File: src/rtl/stack_cpu_controller_pkg.sv
// Shared encodings for the stack-machine controller: opcodes, ALU ops, FSM states
// and the per-state control word decoder.
package stack_cpu_pkg;

    typedef enum logic [2:0] {
        OP_ADD  = 3'b000,
        OP_SUB  = 3'b001,
        OP_AND  = 3'b010,
        OP_NOT  = 3'b011,
        OP_PUSH = 3'b100,
        OP_POP  = 3'b101,
        OP_JMP  = 3'b110,
        OP_JZ   = 3'b111
    } opcode_e;

    typedef enum logic [1:0] {
        ALU_ADD = 2'b00,
        ALU_SUB = 2'b01,
        ALU_AND = 2'b10,
        ALU_NOT = 2'b11
    } alu_op_e;

    typedef enum logic [3:0] {
        S_IDLE,
        S_FETCH,
        S_DECODE,
        S_POP_A,
        S_POP_B,
        S_EXEC,
        S_MEM_RD,
        S_PUSH_MDR,
        S_MEM_WR,
        S_POP_STK,
        S_JMP,
        S_JZ
    } ctrl_state_e;

    typedef struct packed {
        logic    addr_src;
        logic    mem_read;
        logic    mem_write;
        logic    ir_write;
        logic    mdr_en;
        logic    pc_write;
        logic    jump;
        logic    load_a;
        logic    load_b;
        logic    pop;
        logic    push;
        logic    stack_src;
        alu_op_e alu_control;
        logic    instr_done;
        logic    busy;
    } ctrl_out_t;

    // JZ's conditional PC load depends on live tos, so it is not part of this word.
    function automatic ctrl_out_t decode_outputs(ctrl_state_e s, logic [2:0] op);
        ctrl_out_t o;
        o      = '0;
        o.busy = (s != S_IDLE);
        case (s)
            S_FETCH: begin
                o.mem_read = 1'b1;
                o.ir_write = 1'b1;
                o.pc_write = 1'b1;
            end
            S_POP_A: begin
                o.load_a = 1'b1;
                o.pop    = 1'b1;
            end
            S_POP_B: begin
                o.load_b = 1'b1;
                o.pop    = 1'b1;
            end
            S_EXEC: begin
                o.push        = 1'b1;
                o.alu_control = alu_op_e'(op[1:0]);
                o.instr_done  = 1'b1;
            end
            S_MEM_RD: begin
                o.addr_src = 1'b1;
                o.mem_read = 1'b1;
                o.mdr_en   = 1'b1;
            end
            S_PUSH_MDR: begin
                o.push       = 1'b1;
                o.stack_src  = 1'b1;
                o.instr_done = 1'b1;
            end
            S_MEM_WR: begin
                o.addr_src  = 1'b1;
                o.mem_write = 1'b1;
            end
            S_POP_STK: begin
                o.pop        = 1'b1;
                o.instr_done = 1'b1;
            end
            S_JMP: begin
                o.pc_write   = 1'b1;
                o.jump       = 1'b1;
                o.instr_done = 1'b1;
            end
            S_JZ: begin
                o.instr_done = 1'b1;
            end
            default: ;
        endcase
        return o;
    endfunction

endpackage

File: src/rtl/stack_cpu_controller_if.sv
// Control/status bundle between the stack-machine controller (master) and its
// datapath (slave).
interface stack_cpu_controller_if;
    logic [2:0] opcode;
    logic [7:0] tos;
    logic       addrSrc;
    logic       mem_read;
    logic       mem_write;
    logic       ir_write;
    logic       mdr_en;
    logic       pc_write;
    logic       jump;
    logic       load_a;
    logic       load_b;
    logic       pop;
    logic       push;
    logic       stack_src;
    logic [1:0] alu_control;
    logic       instr_done;
    logic       busy;

    modport master (
        input  opcode, tos,
        output addrSrc, mem_read, mem_write, ir_write, mdr_en, pc_write, jump,
               load_a, load_b, pop, push, stack_src, alu_control, instr_done, busy
    );

    modport slave (
        output opcode, tos,
        input  addrSrc, mem_read, mem_write, ir_write, mdr_en, pc_write, jump,
               load_a, load_b, pop, push, stack_src, alu_control, instr_done, busy
    );
endinterface

File: src/rtl/stack_cpu_controller.sv
// Multicycle fetch/decode/execute controller for the 8-bit stack machine.
// Control word is registered alongside the state, so outputs are glitch-free Moore.
module stack_cpu_controller
    import stack_cpu_pkg::*;
(
    input  logic                      clk,
    input  logic                      rst,
    input  logic                      run,
    stack_cpu_controller_if.master    bus
);

    ctrl_state_e state;
    ctrl_out_t   outs;
    logic        in_jz;
    logic        jz_take;

    function automatic ctrl_state_e next_state(ctrl_state_e s, logic [2:0] op, logic go);
        ctrl_state_e n;
        n = s;
        case (s)
            S_IDLE:   n = go ? S_FETCH : S_IDLE;
            S_FETCH:  n = S_DECODE;
            S_DECODE: begin
                case (op)
                    OP_PUSH: n = S_MEM_RD;
                    OP_POP:  n = S_MEM_WR;
                    OP_JMP:  n = S_JMP;
                    OP_JZ:   n = S_JZ;
                    default: n = S_POP_A;
                endcase
            end
            S_POP_A:  n = (op == OP_NOT) ? S_EXEC : S_POP_B;
            S_POP_B:  n = S_EXEC;
            S_MEM_RD: n = S_PUSH_MDR;
            S_MEM_WR: n = S_POP_STK;
            S_EXEC, S_PUSH_MDR, S_POP_STK, S_JMP, S_JZ:
                      n = go ? S_FETCH : S_IDLE;
            default:  n = S_IDLE;
        endcase
        return n;
    endfunction

    always_ff @(posedge clk or negedge rst) begin
        if (!rst) begin
            state <= S_IDLE;
            outs  <= '0;
            in_jz <= 1'b0;
        end else begin
            state <= next_state(state, bus.opcode, run);
            outs  <= decode_outputs(next_state(state, bus.opcode, run), bus.opcode);
            in_jz <= (next_state(state, bus.opcode, run) == S_JZ);
        end
    end

    // JZ examines tos while in the JZ state itself; in_jz is cleared by reset.
    assign jz_take = in_jz && (bus.tos == 8'h00);

    assign bus.addrSrc     = outs.addr_src;
    assign bus.mem_read    = outs.mem_read;
    assign bus.mem_write   = outs.mem_write;
    assign bus.ir_write    = outs.ir_write;
    assign bus.mdr_en      = outs.mdr_en;
    assign bus.pc_write    = outs.pc_write | jz_take;
    assign bus.jump        = outs.jump | jz_take;
    assign bus.load_a      = outs.load_a;
    assign bus.load_b      = outs.load_b;
    assign bus.pop         = outs.pop;
    assign bus.push        = outs.push;
    assign bus.stack_src   = outs.stack_src;
    assign bus.alu_control = outs.alu_control;
    assign bus.instr_done  = outs.instr_done;
    assign bus.busy        = outs.busy;

endmodule

File: src/flat_wrapper.sv
// flat-port wrapper written by rule: the top's interface ports become plain ports
module stack_cpu_controller_flat import stack_cpu_pkg::*;
  (clk, rst, run, bus_opcode, bus_tos, bus_addrSrc, bus_mem_read, bus_mem_write, bus_ir_write, bus_mdr_en, bus_pc_write, bus_jump, bus_load_a, bus_load_b, bus_pop, bus_push, bus_stack_src, bus_alu_control, bus_instr_done, bus_busy);
  stack_cpu_controller_if bus_i ();
  input  logic clk;
  input  logic rst;
  input  logic run;
  input wire logic [$bits(bus_i.opcode)-1:0] bus_opcode;
  input wire logic [$bits(bus_i.tos)-1:0] bus_tos;
  output wire logic [$bits(bus_i.addrSrc)-1:0] bus_addrSrc;
  output wire logic [$bits(bus_i.mem_read)-1:0] bus_mem_read;
  output wire logic [$bits(bus_i.mem_write)-1:0] bus_mem_write;
  output wire logic [$bits(bus_i.ir_write)-1:0] bus_ir_write;
  output wire logic [$bits(bus_i.mdr_en)-1:0] bus_mdr_en;
  output wire logic [$bits(bus_i.pc_write)-1:0] bus_pc_write;
  output wire logic [$bits(bus_i.jump)-1:0] bus_jump;
  output wire logic [$bits(bus_i.load_a)-1:0] bus_load_a;
  output wire logic [$bits(bus_i.load_b)-1:0] bus_load_b;
  output wire logic [$bits(bus_i.pop)-1:0] bus_pop;
  output wire logic [$bits(bus_i.push)-1:0] bus_push;
  output wire logic [$bits(bus_i.stack_src)-1:0] bus_stack_src;
  output wire logic [$bits(bus_i.alu_control)-1:0] bus_alu_control;
  output wire logic [$bits(bus_i.instr_done)-1:0] bus_instr_done;
  output wire logic [$bits(bus_i.busy)-1:0] bus_busy;
  assign bus_i.opcode = bus_opcode;
  assign bus_i.tos = bus_tos;
  assign bus_addrSrc = bus_i.addrSrc;
  assign bus_mem_read = bus_i.mem_read;
  assign bus_mem_write = bus_i.mem_write;
  assign bus_ir_write = bus_i.ir_write;
  assign bus_mdr_en = bus_i.mdr_en;
  assign bus_pc_write = bus_i.pc_write;
  assign bus_jump = bus_i.jump;
  assign bus_load_a = bus_i.load_a;
  assign bus_load_b = bus_i.load_b;
  assign bus_pop = bus_i.pop;
  assign bus_push = bus_i.push;
  assign bus_stack_src = bus_i.stack_src;
  assign bus_alu_control = bus_i.alu_control;
  assign bus_instr_done = bus_i.instr_done;
  assign bus_busy = bus_i.busy;
  stack_cpu_controller u_core (.clk(clk), .rst(rst), .run(run), .bus(bus_i));
endmodule
File: config.mk
export PLATFORM = sky130hd
export DESIGN_NAME = stack_cpu_controller_flat
export DESIGN_NICKNAME = d
export VERILOG_FILES = /design/src/rtl/stack_cpu_controller_pkg.sv /design/src/rtl/stack_cpu_controller_if.sv /design/src/rtl/stack_cpu_controller.sv /design/src/flat_wrapper.sv
export SDC_FILE = /design/constraint.sdc
export NUM_CORES = 1
export LEC_CHECK = 0
export ABC_AREA = 1
export CORE_MARGIN = 2
export CORE_UTILIZATION = 46
export CTS_CLUSTER_SIZE = 25
export DETAILED_ROUTE_END_ITERATION = 10
export PLACE_DENSITY = 0.78
export SYNTH_ARGS = -nofsm -noshare
export SYNTH_HDL_FRONTEND = slang
export SYNTH_SLANG_ARGS = --single-unit
File: constraint.sdc
create_clock -name clk -period 1.6 [get_ports clk]
set_input_delay 0.48 -clock clk [delete_from_list [all_inputs] [get_ports clk]]
set_output_delay 0.48 -clock clk [all_outputs]
set_load 0.02 [all_outputs]
==> impl_metrics.yaml <==
worst_hold_path:
  hold_path_class: "in2async"
setup_path:
  cpPeakStageDelay_ns: 0.24
  cp_max_fo: 2
  worstPathArrival_ns: 1.16
  cp-end-kind: "output port"
  r2r_start: "u_core.state[3]"
  crit_path_cell_trace: "buf_6, nor4_4, nand4_1, nand2_1, buf_6"
  startpoint: "bus_tos[4]"
  required_ns: 1.12
  crit_buf_inv: 2
  crit_path_top_delay_cell: "nor4_4"
  r2r_end: "u_core.bus.pop"
  cp_top_family: "simple AND/OR/NAND/NOR gates"
  cp_common_cell: "buf_6"
  path_class: "in2out"
  worst_setup_path_start_kind: "input port"
  rr_worst_depth: 8
  crit_path_end: "bus_pc_write"
  cp.depth: 5
  reg2reg_slack_ns: 0.17
grt:
  grt_use_total: 0.182
  grt_pass1_vias: 832
  grt_antenna_before_repair: 0
  grt_pass1_wl_mm: 3.50
  grt_max_degree: 22
  grt.overflow.total: 0
layout:
  fill_cells: 179
  regMostFlops: "u_core.state"
  utilization: 0.670
  largest_reg_flops: 4
  stdcell_area_sq_um: 1440
  syn_to_final_growth_pct: 41.5
  layout-drive-gt1-share: 0.278
  diodes: 0
  finalNetCount: 177
power_and_ir_drop:
  p_clk_frac: 0.108
  p_sw_mw: 1.04
  switching_share: 0.442
  ir_drop_mv: 0.915
  p_seq_frac: 0.327
  power_frac_comb: 0.565
  p_int_mw: 1.32
  powerDensity_nw_per_um2: 1640
  cellLeakagePower_nw: 0.880
clock_tree:
  clk_path_buf_depth: 2
  clockRootBuffer: "clkbuf_4"
  cts_sinks: 21
  cts_tree: "yes"
  worstSkewPairLatency_ns: 0.30
  clk_pin_slew_worst_paths_ns: 0.11
  cts_setup_buffers: 0
  cts_htree_levels: 1
  cts-buffers-inserted: 3
floorplan:
  die_area_sq_um: 2600
  rows: 17
  ioPinCount: 30
  die_x_microns: 51.0
  die_y_microns: 51.0
  core-area_sq_um: 2150
  initial_utilization: 0.474
placement:
  portBuffers: 29
  hpwl_mm: 1.64
  place_area_sq_um: 1410
  gp_congestion: 0.769
synth:
  synthCells: 120
  synthSimpleGateAreaFrac: 0.376
  synth_mux_area_frac: 0
  synthXorXnorAreaFrac: 0
  synth-warning-count: 0
  yosysTopAreaCell: "dfrtp_1"
  synth_ff_type: "dfrtp_1"
  synthMostInstantiatedCell: "nand2_1"
  ys_seq_area_frac: 0.517
  synth.top_cells.by_count: "27 x nand2_1, 21 x dfrtp_1, 19 x nor2_1"
  synth_fa_ha_area_frac: 0
  avgSynthCellArea_sq_um: 8.48
  synth_top_family_by_area: "simple AND/OR/NAND/NOR gates"
  syn_area_sq_um: 1020
  async_flop_share: 1.00
  synth_seq_cells: 21
  syn-num-nets: 134
  synth_edf_count: 0
  synth_cell_types: 18
  yosys-top-cells-area: "dfrtp_1 52%, nand2_1 10%, nor2_1 7.0%"
  synth_top_area_share: 0.517
  synth-compound-area-share: 0.0185
sta:
  period_needed_ns: 1.64
  fmax_mhz: 611
  relSlewSlack: 0.830
  finalHoldViolCount: 0
  hold_slack_ns: 0.502
  slew_violations: 0
  rsz0062_at_grt: "true"
  tightestPinTransition_ns: 0.253
  fin_crit_sh: 1.02
  setup_violations: 2
  worst_slack_ns: -0.0375
  finalClockSkew_ns: 0.00198
drt:
  drc: 0
  drt_iter0_markers: 7
  met1_length_microns: 826
  highest-signal-layer: "met4"
  firstDrtPassIters: 4
  wl_mm: 2.02
  routedWlPerCell_microns: 10.6
  vias_per_cell: 4.51
  met2_length_mm: 1.08
  vias: 857
  dr_wl_met3_microns: 74
  final_antenna_net_count: 0
run_status:
  status: "complete, but fails checks"
  failed_checks: "negative setup slack"
run:
  max_cap_violations: 0
[area by class of cell]
cell class / instances / area [sq um] / area share
Clock inverter: 1 / 5.00 / 0.00348
Inverter: 20 / 75.1 / 0.0522
Tap cell: 28 / 35.0 / 0.0243
Timing Repair Buffer: 40 / 355 / 0.247
Multi-Input combinational cell: 77 / 420 / 0.292
Clock buffer: 3 / 22.5 / 0.0157
Sequential cell: 21 / 526 / 0.365
[per-layer routing]
metal	vias to the layer above	global-route usage
li1	445	-
met1	389	0.216
met2	18	0.323
met3	5	0.0292
met4	0	0.0811
met5	-	0
[layout by cell type, fill, tap and decap left out, types with 2 or more instances in the layout]
master	n
nand2_1	27
dfrtp_1	21
nor2_1	19
dlygate4sd2_1	18
inv_1	16
buf_4	11
nand3_1	7
nand2_2	5
inv_2	4
nand3_2	4
buf_6	4
nor2_2	3
nand2_4	3
clkbuf_4	3
clkdlybuf4s50_1	3
nor2_4	2
dlymetal6s2s_1	2
[timing repair]
| item | 4_1_cts | 5_1_grt |
|---|---|---|
| setup endpoints to repair | 16 | 10 |
| resized for setup | 45 | 3 |
| pin swaps | 5 | 4 |
| hold buffers | 0 | 0 |
[how the worst min path moves through the flow]
| stage | startpoint | endpoint | slack (ns) | cells after the start |
|---|---|---|---|---|
| after floorplan | rst | u_core.bus.addrSrc | 0.18 | 0 |
| after global placement | u_core.state[0] | u_core.bus.stack_src | 0.68 | 3 |
| after detailed placement | u_core.state[0] | u_core.bus.stack_src | 0.70 | 3 |
| after CTS | rst | u_core.bus.alu_control[0] | 0.52 | 2 |
| after global routing | rst | u_core.bus.ir_write | 0.52 | 2 |
| final | rst | u_core.bus.mem_read | 0.50 | 2 |
[power by group through the flow]
| stage | Sequential (mW) | Clock [mW] | Combinational [mW] |
|---|---|---|---|
| 2_1_floorplan | 0.896 | 0 | 0.755 |
| 3_3_place_gp | 0.784 | 0 | 1.39 |
| 3_5_place_dp | 0.792 | 0 | 1.42 |
| 4_1_cts | 0.775 | 0.253 | 1.36 |
| 5_1_grt | 0.792 | 0.285 | 1.48 |
| 6_report | 0.773 | 0.254 | 1.34 |
[logic make-up after synthesis]
kind of cell | after synthesis
compound gates | 3
simple gates | 74
buf+inv | 22
flops | 21
[metrics by stage]
stage | cells | power [mW] | setup TNS [ns] | setup slack (ns)
after floorplan | 120 | 1.65 | 0 | 0.0929
after global placement | 186 | 2.17 | -4.53 | -0.814
after detailed placement | 186 | 2.21 | -5.16 | -0.877
after CTS | 190 | 2.38 | -0.158 | -0.0831
after global routing | 190 | 2.56 | -0.161 | -0.0810
final | 190 | 2.36 | -0.0739 | -0.0375
No activity file was read; power rests on OpenSTA's default activity.
